## config.mk

```make
export PLATFORM = sky130hd
export DESIGN_NAME = ad9361_samp_arb
export DESIGN_NICKNAME = d
export VERILOG_FILES = /design/src/rtl/ad9361_samp_arb.sv
export SDC_FILE = /design/constraint.sdc
export NUM_CORES = 1
export LEC_CHECK = 0
export CAP_MARGIN = 20
export CORE_AREA = 2 2 236 413
export DETAILED_ROUTE_END_ITERATION = 10
export DIE_AREA = 0 0 238 415
export PLACE_DENSITY = 0.53
export SYNTH_ARGS = -nofsm -noshare
export SYNTH_HDL_FRONTEND = slang
export SYNTH_SLANG_ARGS = --single-unit
```

## constraint.sdc

```tcl
create_clock -name clk -period 10.98 [get_ports clk]
set_clock_uncertainty 0.2 [all_clocks]
set_input_delay 2.196 -clock clk [delete_from_list [all_inputs] [get_ports clk]]
set_output_delay 2.196 -clock clk [all_outputs]
set_load 0.005 [all_outputs]
```

## src/rtl/ad9361_samp_arb.sv

```systemverilog
// Four-channel sample arbiter: per-channel FIFOs feeding a round-robin,
// burst-capped scheduler that drives one ready/valid stream tagged with channel.
module ad9361_samp_arb #(
   parameter int LOG2_DEPTH = 3,
   parameter int MAX_BURST  = 4
) (
   input  logic        clk,
   input  logic        rst_n,
   input  logic [3:0]  valid_in,
   input  logic [95:0] data_in,
   input  logic        out_ready,
   output logic        out_valid,
   output logic [23:0] out_data,
   output logic [1:0]  out_chan,
   output logic        out_last,
   input  logic        ovf_clr,
   output logic [3:0]  ovf
);

   localparam int NCH   = 4;
   localparam int DW    = 24;
   localparam int DEPTH = 2 ** LOG2_DEPTH;
   localparam int AW    = LOG2_DEPTH;
   localparam int PW    = LOG2_DEPTH + 1;
   localparam int BW    = $clog2(MAX_BURST + 1);

   typedef enum logic {
      S_IDLE,
      S_XFER
   } state_t;

   // FIFO storage and pointers (one extra pointer bit separates full from empty)
   logic [DW-1:0]  mem [NCH][DEPTH];
   logic [PW-1:0]  wptr [NCH];
   logic [PW-1:0]  rptr [NCH];
   logic [PW-1:0]  fill [NCH];
   logic [NCH-1:0] empty;
   logic [NCH-1:0] full;
   logic [NCH-1:0] one_left;
   logic [NCH-1:0] wr_en;
   logic [NCH-1:0] drop;

   // Scheduler state
   state_t         state, state_nxt;
   logic [1:0]     gnt, gnt_nxt;
   logic [1:0]     rr, rr_nxt;
   logic [BW-1:0]  bcnt, bcnt_nxt;
   logic [BW-1:0]  bcnt_inc;
   logic [1:0]     sel;
   logic [1:0]     cand;
   logic           any_ready;
   logic [DW-1:0]  head;
   logic           pop;
   logic           burst_done;
   logic           last_pop;

   logic           out_valid_nxt;
   logic [DW-1:0]  out_data_nxt;
   logic [1:0]     out_chan_nxt;
   logic           out_last_nxt;

   // Full is derived from registered pointers, so a write to a full FIFO is
   // dropped even if the same FIFO is popped this cycle.
   always_comb begin
      for (int n = 0; n < NCH; n++) begin
         fill[n]     = wptr[n] - rptr[n];
         empty[n]    = (wptr[n] == rptr[n]);
         full[n]     = (wptr[n][PW-1] != rptr[n][PW-1]) &&
                       (wptr[n][AW-1:0] == rptr[n][AW-1:0]);
         one_left[n] = (fill[n] == PW'(1));
         wr_en[n]    = valid_in[n] & ~full[n];
         drop[n]     = valid_in[n] & full[n];
      end
   end

   // NOTE: sample storage has no reset; pointers alone decide what is valid,
   // so clearing them on reset discards everything buffered.
   always_ff @(posedge clk) begin
      for (int n = 0; n < NCH; n++) begin
         if (wr_en[n]) begin
            mem[n][wptr[n][AW-1:0]] <= data_in[DW*n +: DW];
         end
      end
   end

   // Round-robin search starting just after the last granted channel
   always_comb begin
      sel       = rr;
      cand      = rr;
      any_ready = 1'b0;
      for (int i = 1; i <= NCH; i++) begin
         cand = rr + 2'(i);
         if (!any_ready && !empty[cand]) begin
            sel       = cand;
            any_ready = 1'b1;
         end
      end
   end

   assign head       = mem[gnt][rptr[gnt][AW-1:0]];
   assign bcnt_inc   = bcnt + 1'b1;
   assign burst_done = (bcnt_inc == BW'(MAX_BURST));
   assign pop        = (state == S_XFER) && !empty[gnt] && (!out_valid || out_ready);
   assign last_pop   = burst_done || (one_left[gnt] && !wr_en[gnt]);

   // NOTE: every variable gets its hold value first so no path leaves one
   // unassigned; combinational blocks use blocking '=' throughout.
   always_comb begin
      state_nxt     = state;
      gnt_nxt       = gnt;
      rr_nxt        = rr;
      bcnt_nxt      = bcnt;
      out_valid_nxt = out_valid;
      out_data_nxt  = out_data;
      out_chan_nxt  = out_chan;
      out_last_nxt  = out_last;

      if (out_valid && out_ready) begin
         out_valid_nxt = 1'b0;
      end

      case (state)
         S_IDLE: begin
            if (any_ready) begin
               gnt_nxt   = sel;
               rr_nxt    = sel;
               bcnt_nxt  = '0;
               state_nxt = S_XFER;
            end
         end
         S_XFER: begin
            if (pop) begin
               out_valid_nxt = 1'b1;
               out_data_nxt  = head;
               out_chan_nxt  = gnt;
               out_last_nxt  = last_pop;
               bcnt_nxt      = bcnt_inc;
               if (last_pop) begin
                  state_nxt = S_IDLE;
               end
            end else if (empty[gnt]) begin
               // Previous pop already flagged out_last; nothing left to send.
               state_nxt = S_IDLE;
            end
         end
         default: state_nxt = S_IDLE;
      endcase
   end

   // NOTE: sequential state uses non-blocking '<=' so every register samples
   // the pre-edge values computed above.
   always_ff @(posedge clk or negedge rst_n) begin
      if (!rst_n) begin
         state     <= S_IDLE;
         gnt       <= 2'd0;
         rr        <= 2'd3;
         bcnt      <= '0;
         out_valid <= 1'b0;
         out_data  <= '0;
         out_chan  <= 2'd0;
         out_last  <= 1'b0;
         ovf       <= '0;
         for (int n = 0; n < NCH; n++) begin
            wptr[n] <= '0;
            rptr[n] <= '0;
         end
      end else begin
         state     <= state_nxt;
         gnt       <= gnt_nxt;
         rr        <= rr_nxt;
         bcnt      <= bcnt_nxt;
         out_valid <= out_valid_nxt;
         out_data  <= out_data_nxt;
         out_chan  <= out_chan_nxt;
         out_last  <= out_last_nxt;
         // A new drop outranks a simultaneous clear.
         ovf       <= (ovf & ~{NCH{ovf_clr}}) | drop;
         for (int n = 0; n < NCH; n++) begin
            wptr[n] <= wptr[n] + PW'(wr_en[n]);
            rptr[n] <= rptr[n] + PW'(pop && (gnt == 2'(n)));
         end
      end
   end

endmodule

```

## After elaboration in Yosys (flattened, before gate mapping)

Memories as Yosys holds them, arrays and structs flattened.
Index checks and enable logic that the tools add are counted.

| word-level totals | value |
|---|---|
| bits in registers | 72 |
| bits in latches | 0 |
| memory bits (writable) | 768 |
| bits in read-only memories | 0 |
| output and inout port bits | 32 |
| memories | 1 |

Memories:

| memory | depth | width | read ports | clocked after Yosys merged registers in | write ports | line | RTL |
|---|---|---|---|---|---|---|---|
| mem | 4 | 192 | 1 | 0 | 4 | 33 | `logic [DW-1:0] mem [NCH][DEPTH];` |

| operators by class | value |
|---|---|
| add/sub/neg operators | 16 |
| $mul | 0 |
| divide/modulo/power cells | 0 |
| order comparisons | 15 |
| eq/ne operators | 22 |
| shifts and indexed selects | 0 |
| muxes and demuxes | 55 |
| bitwise gates (word level) | 22 |
| reductions and logical operators | 33 |

Operators with widths:

| operator | count |
|---|---|
| two-way mux 192 bit | 4 |
| demux 24 bit (select 3 bit) | 4 |
| two-way mux 24 bit | 6 |
| binary-select mux 24 bit (select 3 bit) | 1 |
| adder 4 x 1 -> 4 bit | 8 |
| two-way mux 1 bit | 22 |
| greater-or-equal comparator 4 bit (second input constant) | 5 |
| NOT 3 -> 4 bit | 5 |
| logical AND 1 bit | 19 |
| equality test 4 x 1 -> 1 bit (second input constant) | 4 |
| equality test 4 bit | 4 |
| less-than comparator 4 x 1 -> 1 bit (second input constant) | 4 |
| subtractor 4 bit | 4 |
| less-than comparator 2 x 3 -> 1 bit (second input constant) | 5 |
| binary-select mux 1 bit (select 2 bit) | 7 |
| equality test 3 bit | 4 |
| two-way mux 3 bit | 4 |
| AND 1 bit | 8 |
| binary-select mux 4 bit (select 2 bit) | 1 |
| logical NOT 1 bit | 8 |
| two-way mux 2 bit | 4 |
| case mux 3 bit (2 select lines) | 1 |
| AND reduction 2 bit | 3 |
| NOT 1 bit | 5 |
| 17 further kinds | 23 |

## Logic depth before layout (Yosys ltp)

| logic depth | value |
|---|---|
| depth after elaboration | 14 |
| mapped depth | 11 |
| mapped depth without buffers | 10 |

## Least setup slack after synthesis

OpenSTA, ideal clock, no wires.

| path | value |
|---|---|
| kind | input -> register |
| from | input valid_in[0] |
| to | memory mem[0][168] (netlist bit) (enable) |
| arrival | 4714 ps |
| path slack | 5600 ps |
| stages on the path | 2 |
| cell sequence | o21ai_0 > nor4_1 |

RTL lines:

| what | line | RTL |
|---|---|---|
| start: declaration | 9 | `input logic [3:0] valid_in,` |
| end: declaration | 33 |  |

## Worst setup path in the final report

| path | value |
|---|---|
| from | register gnt[0] |
| to | register out_data[16] |

| between the ends | value |
|---|---|
| cells in the longest elaborated chain, start to end | 8 |

RTL lines:

| what | line | RTL |
|---|---|---|
| start: declaration | 45 | `logic [1:0] gnt, gnt_nxt;` |
| start signal: assignment | 169 | `gnt <= gnt_nxt;` |
| NOT 2 -> 3 bit (implied by the code) | 100 | `assign head = mem[gnt][rptr[gnt][AW-1:0]];` |
| binary-select mux 4 bit (select 2 bit) | 100 |  |
| two-way mux 3 bit (implied by the code) (2 in series) | 100 |  |
| NOT 3 -> 4 bit (implied by the code) | 100 |  |
| binary-select mux 24 bit (select 3 bit) | 100 |  |
| two-way mux 24 bit (implied by the code) (2 in series) | 100 |  |
| end signal: assignment | 173 | `out_data <= out_data_nxt;` |
| end: declaration | 13 | `output logic [23:0] out_data,` |

Parallel ways exist; a longest one is shown, timed or not. The select of a mux whose other input is x is not followed.
A chain may end at the register's enable or synchronous reset.

==> impl.org <==
** Outcome
- Status :: finished, final reports clean

** Global route
- Across every metal layer, demand over resource in global routing totals between 15 and 20%.
- The first global-routing pass estimated 135 mm of wire.
- Via count of the first global-routing pass :: roughly 18k
- Summed over all layers, the global routing overflow is 0.
- Entering global routing, the biggest net connects between 100 and 150 pins.
- The number of antenna violations at the first check in global routing is 0.

** Worst setup path
- The worst setup path is of the flip-flop to flip-flop kind.
- STA classifies the critical path endpoint as a flip-flop.
- Data arrives at the worst endpoint at about 5500 ps.
- The worst setup path is launched from a flip-flop.
- At the worst endpoint, the required time is between 10000 and 15000 ps.
- Of all nets on the critical path, the largest fanout is about 90.

** Layout
- In the final layout, the share of cells above drive strength 1 is a little over a fifth.
- At the end of the flow, the number of nets in the layout was roughly 1.9k.
- Number of cells in the finished layout apart from fillers :: between 3k and 4k
- The filler cells instantiated in the layout total 8422.
- Leaving out fill and tap cells, the most frequent cell in the layout is sky130_fd_sc_hd__edfxtp_1.
- Commonest cells after routing, fill and taps aside :: sky130_fd_sc_hd__edfxtp_1, sky130_fd_sc_hd__mux4_2, sky130_fd_sc_hd__clkdlybuf4s50_1
- Total non-filler cell area in the finished layout :: a little under 0.04 mm2
- The area growth from synthesis to layout is 17.1%.

** Synthesis
- Share of synthesized area occupied by flip-flops and latches :: between 70 and 80%
- In this run, synthesis inferred between 700 and 800 flip-flops with an integrated enable.
- Total of flip-flops plus latches after synthesis :: between 800 and 900
- Syn_nets :: 1777
- Ys Warns :: 0
- Netlist cell types :: between 40 and 50
- Primary FF master, synth :: sky130_fd_sc_hd__edfxtp_1
- Synthesized area divided by synthesized cell count :: between 20 and 25 um2
- Cell area after technology mapping :: roughly 0.033 mm2
- The cell count after synthesis came out at 1639.
- Post-synthesis async set-or-reset flop share :: approximately 8.6%

** Timing
- In the post-route analysis, the smallest setup slack over all paths is 5810 ps.
- Max Freq :: around 190 MHz
- Setup repair after global routing left no endpoint under its margin.
- Slew headroom :: 27.6%
- Total Neg Setup Slack :: 0 ps
- Min Tclk post-route :: just over 5000 ps
- The worst path uses between 40% and 50% of the clock period.
- The max-slew violation total from the final report is 0.
- For the pin with the worst max-slew slack, the measured transition is 1080 ps.
- Setup violations remaining at the end of the flow were counted as 0.
- The final count of hold timing violations is 0.

** Die
- about 140 I/O pins were placed.
- The die covers 0.0988 mm2.
- Initial Util :: between 30% and 40%
- Row generation in the floorplan step produced 150 rows.
- In this run the vertical extent of the chip is approximately 420 um.
- Core Region :: between 0.09 and 0.1 mm2
- Die X :: ~240 um

** Detailed routing
- The routed design uses roughly 4.2 mm of met3 wire.
- Wires add up to between 90 and 100 mm.
- The routed design uses just over 50 mm of met2 wire.
- The first detailed-routing pass ran for 5 iterations.
- Number of DRC markers after the initial detailed-route iteration :: 1337
- In the final routing, the length of wire on met1 measures 36.3 mm.
- The detail route stage leaves a number of antenna-violating nets equal to 0.
- Dividing the detail-routed wire length by the instance count gives ~31 um.
- For this block, the via count after detailed routing is approximately 17k.
- After detailed routing, the number of remaining DRC violations is 0.
- After detailed routing, the number of vias per cell comes to roughly 5.4.
- Highest routed layer :: met4

** Power
- For this design the ratio of total power to cell area is 282 mW/mm2.
- Post-layout total power :: around 11000 uW
- P_leak :: 0.0126 uW
- VDD sags by at most slightly above 0.2 mV.

** Clocking
- Post_cts resized :: 0
- Source-to-sink clock delay at the later pin of the worst-skew pair :: between 600 and 700 ps
- TritonCTS clock tree :: yes
- The cell sitting at the root of the clock tree is a sky130_fd_sc_hd__clkbuf_16.
- Clock-pin slew was measured on the worst setup and hold paths at roughly 60 ps.
- Clock tree synthesis found a total of between 800 and 900 sinks.
- Post-cts hold buffer count :: 0
- Count of buffers added by post-CTS timing repair for setup :: 0
- Counting along the longest clock path gives a buffer depth of 3.
- CTS built an H-tree with a depth of 3.
- Clock tree synthesis inserted a total of 78 buffers.

** Place
- Once detailed placement completed, the half-perimeter wirelength came to approximately 56 mm.
- Summing all placed instances gives a cell area of around 0.036 mm2.
- During placement, the flow inserted port buffers numbering around 140.
- In this run, placement finished with an instance count of between 2k and 3k.
- Global placer's final weighted congestion :: 0.758
- Pre-CTS setup slack :: ~5600 ps

** Run
- Count of maximum capacitance violations :: 0

** Worst hold path
- Worst min path class :: flip-flop to flip-flop
==> cell families after synthesis <==
kind of cell / synth area share [%]
AO/OA/AOI/OAI: 3.46
XOR/XNOR: 0.712
adder cells (fa/ha/maj): 1.37
buffers and inverters: 1.58
flip-flops: 74.9
multiplexers: 15.0
AND/OR/NAND/NOR: 3.00
==> worst paths after layout <==
path                         startpoint           end  slack (ps)  cells after the start
max reg2reg                      gnt[0]  out_data[16]        5810                      9
min in group asynchronous         rst_n  out_data[17]        1230                      1
min                        out_data[19]  out_data[19]         280                      2
max                              gnt[0]  out_data[16]        5810                      9
min reg2reg                out_data[19]  out_data[19]         280                      2
max in group asynchronous         rst_n        gnt[0]        8020                      2
==> worst max-delay path, cell delays in order, from the launching register on <==
cell                       delay, ps
sky130_fd_sc_hd__dfrtp_4         920
sky130_fd_sc_hd__buf_4           810
sky130_fd_sc_hd__buf_12          560
sky130_fd_sc_hd__buf_4           810
sky130_fd_sc_hd__mux4_2          590
sky130_fd_sc_hd__nor2b_1         140
sky130_fd_sc_hd__a211oi_1        340
sky130_fd_sc_hd__a211oi_1         90
sky130_fd_sc_hd__a21oi_1         130
sky130_fd_sc_hd__o21ai_0          90
==> power breakdown <==
part	switching [uW]	internal, uW	leakage, uW	total, uW
clock	1190	1500	0.00122	2690
combinational	2240	1590	0.00351	3830
sequential	334	4100	0.00784	4430
==> flip-flops by register name, indices dropped and copies added (netlist names) <==
register,cells
ovf,4
wptr,16
rr,2
out_last,1
gnt,2
state,1
out_chan,2
mem,768
out_data,24
out_valid,1
bcnt,3
rptr,16
==> area by class of cell <==
cell class	count	area, um2	share of cell area [%]
antenna	1	2.50	0.00644
timing repair buffer	180	1870	4.82
inverter	26	97.6	0.251
sequential	840	24900	64.0
clock inverter	44	403	1.04
multi-input combinational	683	8010	20.6
clock buffer	99	2090	5.39
tap	1216	1520	3.91
==> routing by layer <==
layer	track usage, %	up-vias
li1	-	7044
met1	23.4	9080
met2	35.4	544
met3	2.61	147
met4	7.11	0
met5	0	-
==> synthesized netlist by cell type, types with 2 or more instances <==
| master | instances | area [um2] |
|---|---|---|
| sky130_fd_sc_hd__a211oi_1 | 72 | 541 |
| sky130_fd_sc_hd__a21o_1 | 2 | 15.0 |
| sky130_fd_sc_hd__a21oi_1 | 59 | 295 |
| sky130_fd_sc_hd__and3_1 | 3 | 18.8 |
| sky130_fd_sc_hd__and4_1 | 2 | 17.5 |
| sky130_fd_sc_hd__buf_1 | 6 | 22.5 |
| sky130_fd_sc_hd__buf_2 | 30 | 150 |
| sky130_fd_sc_hd__buf_4 | 10 | 75.1 |
| sky130_fd_sc_hd__buf_6 | 2 | 22.5 |
| sky130_fd_sc_hd__clkbuf_1 | 42 | 158 |
| sky130_fd_sc_hd__dfrtp_1 | 70 | 1750 |
| sky130_fd_sc_hd__dfstp_2 | 2 | 52.6 |
| sky130_fd_sc_hd__edfxtp_1 | 768 | 23100 |
| sky130_fd_sc_hd__fa_1 | 4 | 80.1 |
| sky130_fd_sc_hd__ha_1 | 30 | 375 |
| sky130_fd_sc_hd__inv_1 | 26 | 97.6 |
| sky130_fd_sc_hd__mux2_4 | 2 | 30.0 |
| sky130_fd_sc_hd__mux2i_1 | 49 | 490 |
| sky130_fd_sc_hd__mux4_2 | 197 | 4440 |
| sky130_fd_sc_hd__nand2_1 | 51 | 191 |
| sky130_fd_sc_hd__nand2b_1 | 5 | 31.3 |
| sky130_fd_sc_hd__nand3_1 | 16 | 80.1 |
| sky130_fd_sc_hd__nand3b_1 | 4 | 30.0 |
| sky130_fd_sc_hd__nand4b_1 | 2 | 17.5 |
| sky130_fd_sc_hd__nor2_1 | 24 | 90.1 |
| sky130_fd_sc_hd__nor2b_1 | 50 | 313 |
| sky130_fd_sc_hd__nor3_1 | 18 | 90.1 |
| sky130_fd_sc_hd__nor3b_1 | 3 | 22.5 |
| sky130_fd_sc_hd__nor4_1 | 4 | 25.0 |
| sky130_fd_sc_hd__nor4b_1 | 2 | 17.5 |
| sky130_fd_sc_hd__nor4bb_1 | 2 | 20.0 |
| sky130_fd_sc_hd__o211ai_1 | 2 | 15.0 |
| sky130_fd_sc_hd__o21ai_0 | 40 | 200 |
| sky130_fd_sc_hd__xnor2_1 | 13 | 114 |
| sky130_fd_sc_hd__xor2_1 | 14 | 123 |
==> stage by stage <==
| step | utilization (%) | hold WS [ps] |
|---|---|---|
| CTS | 40.7 | 295 |
| global route | 40.8 | 318 |
| finish | 40.8 | 281 |
| floorplan | - | 265 |
| detailed placement | 38.1 | 281 |
| global placement | 37.9 | 275 |
Note: power is estimated with default switching activity, not from simulation.
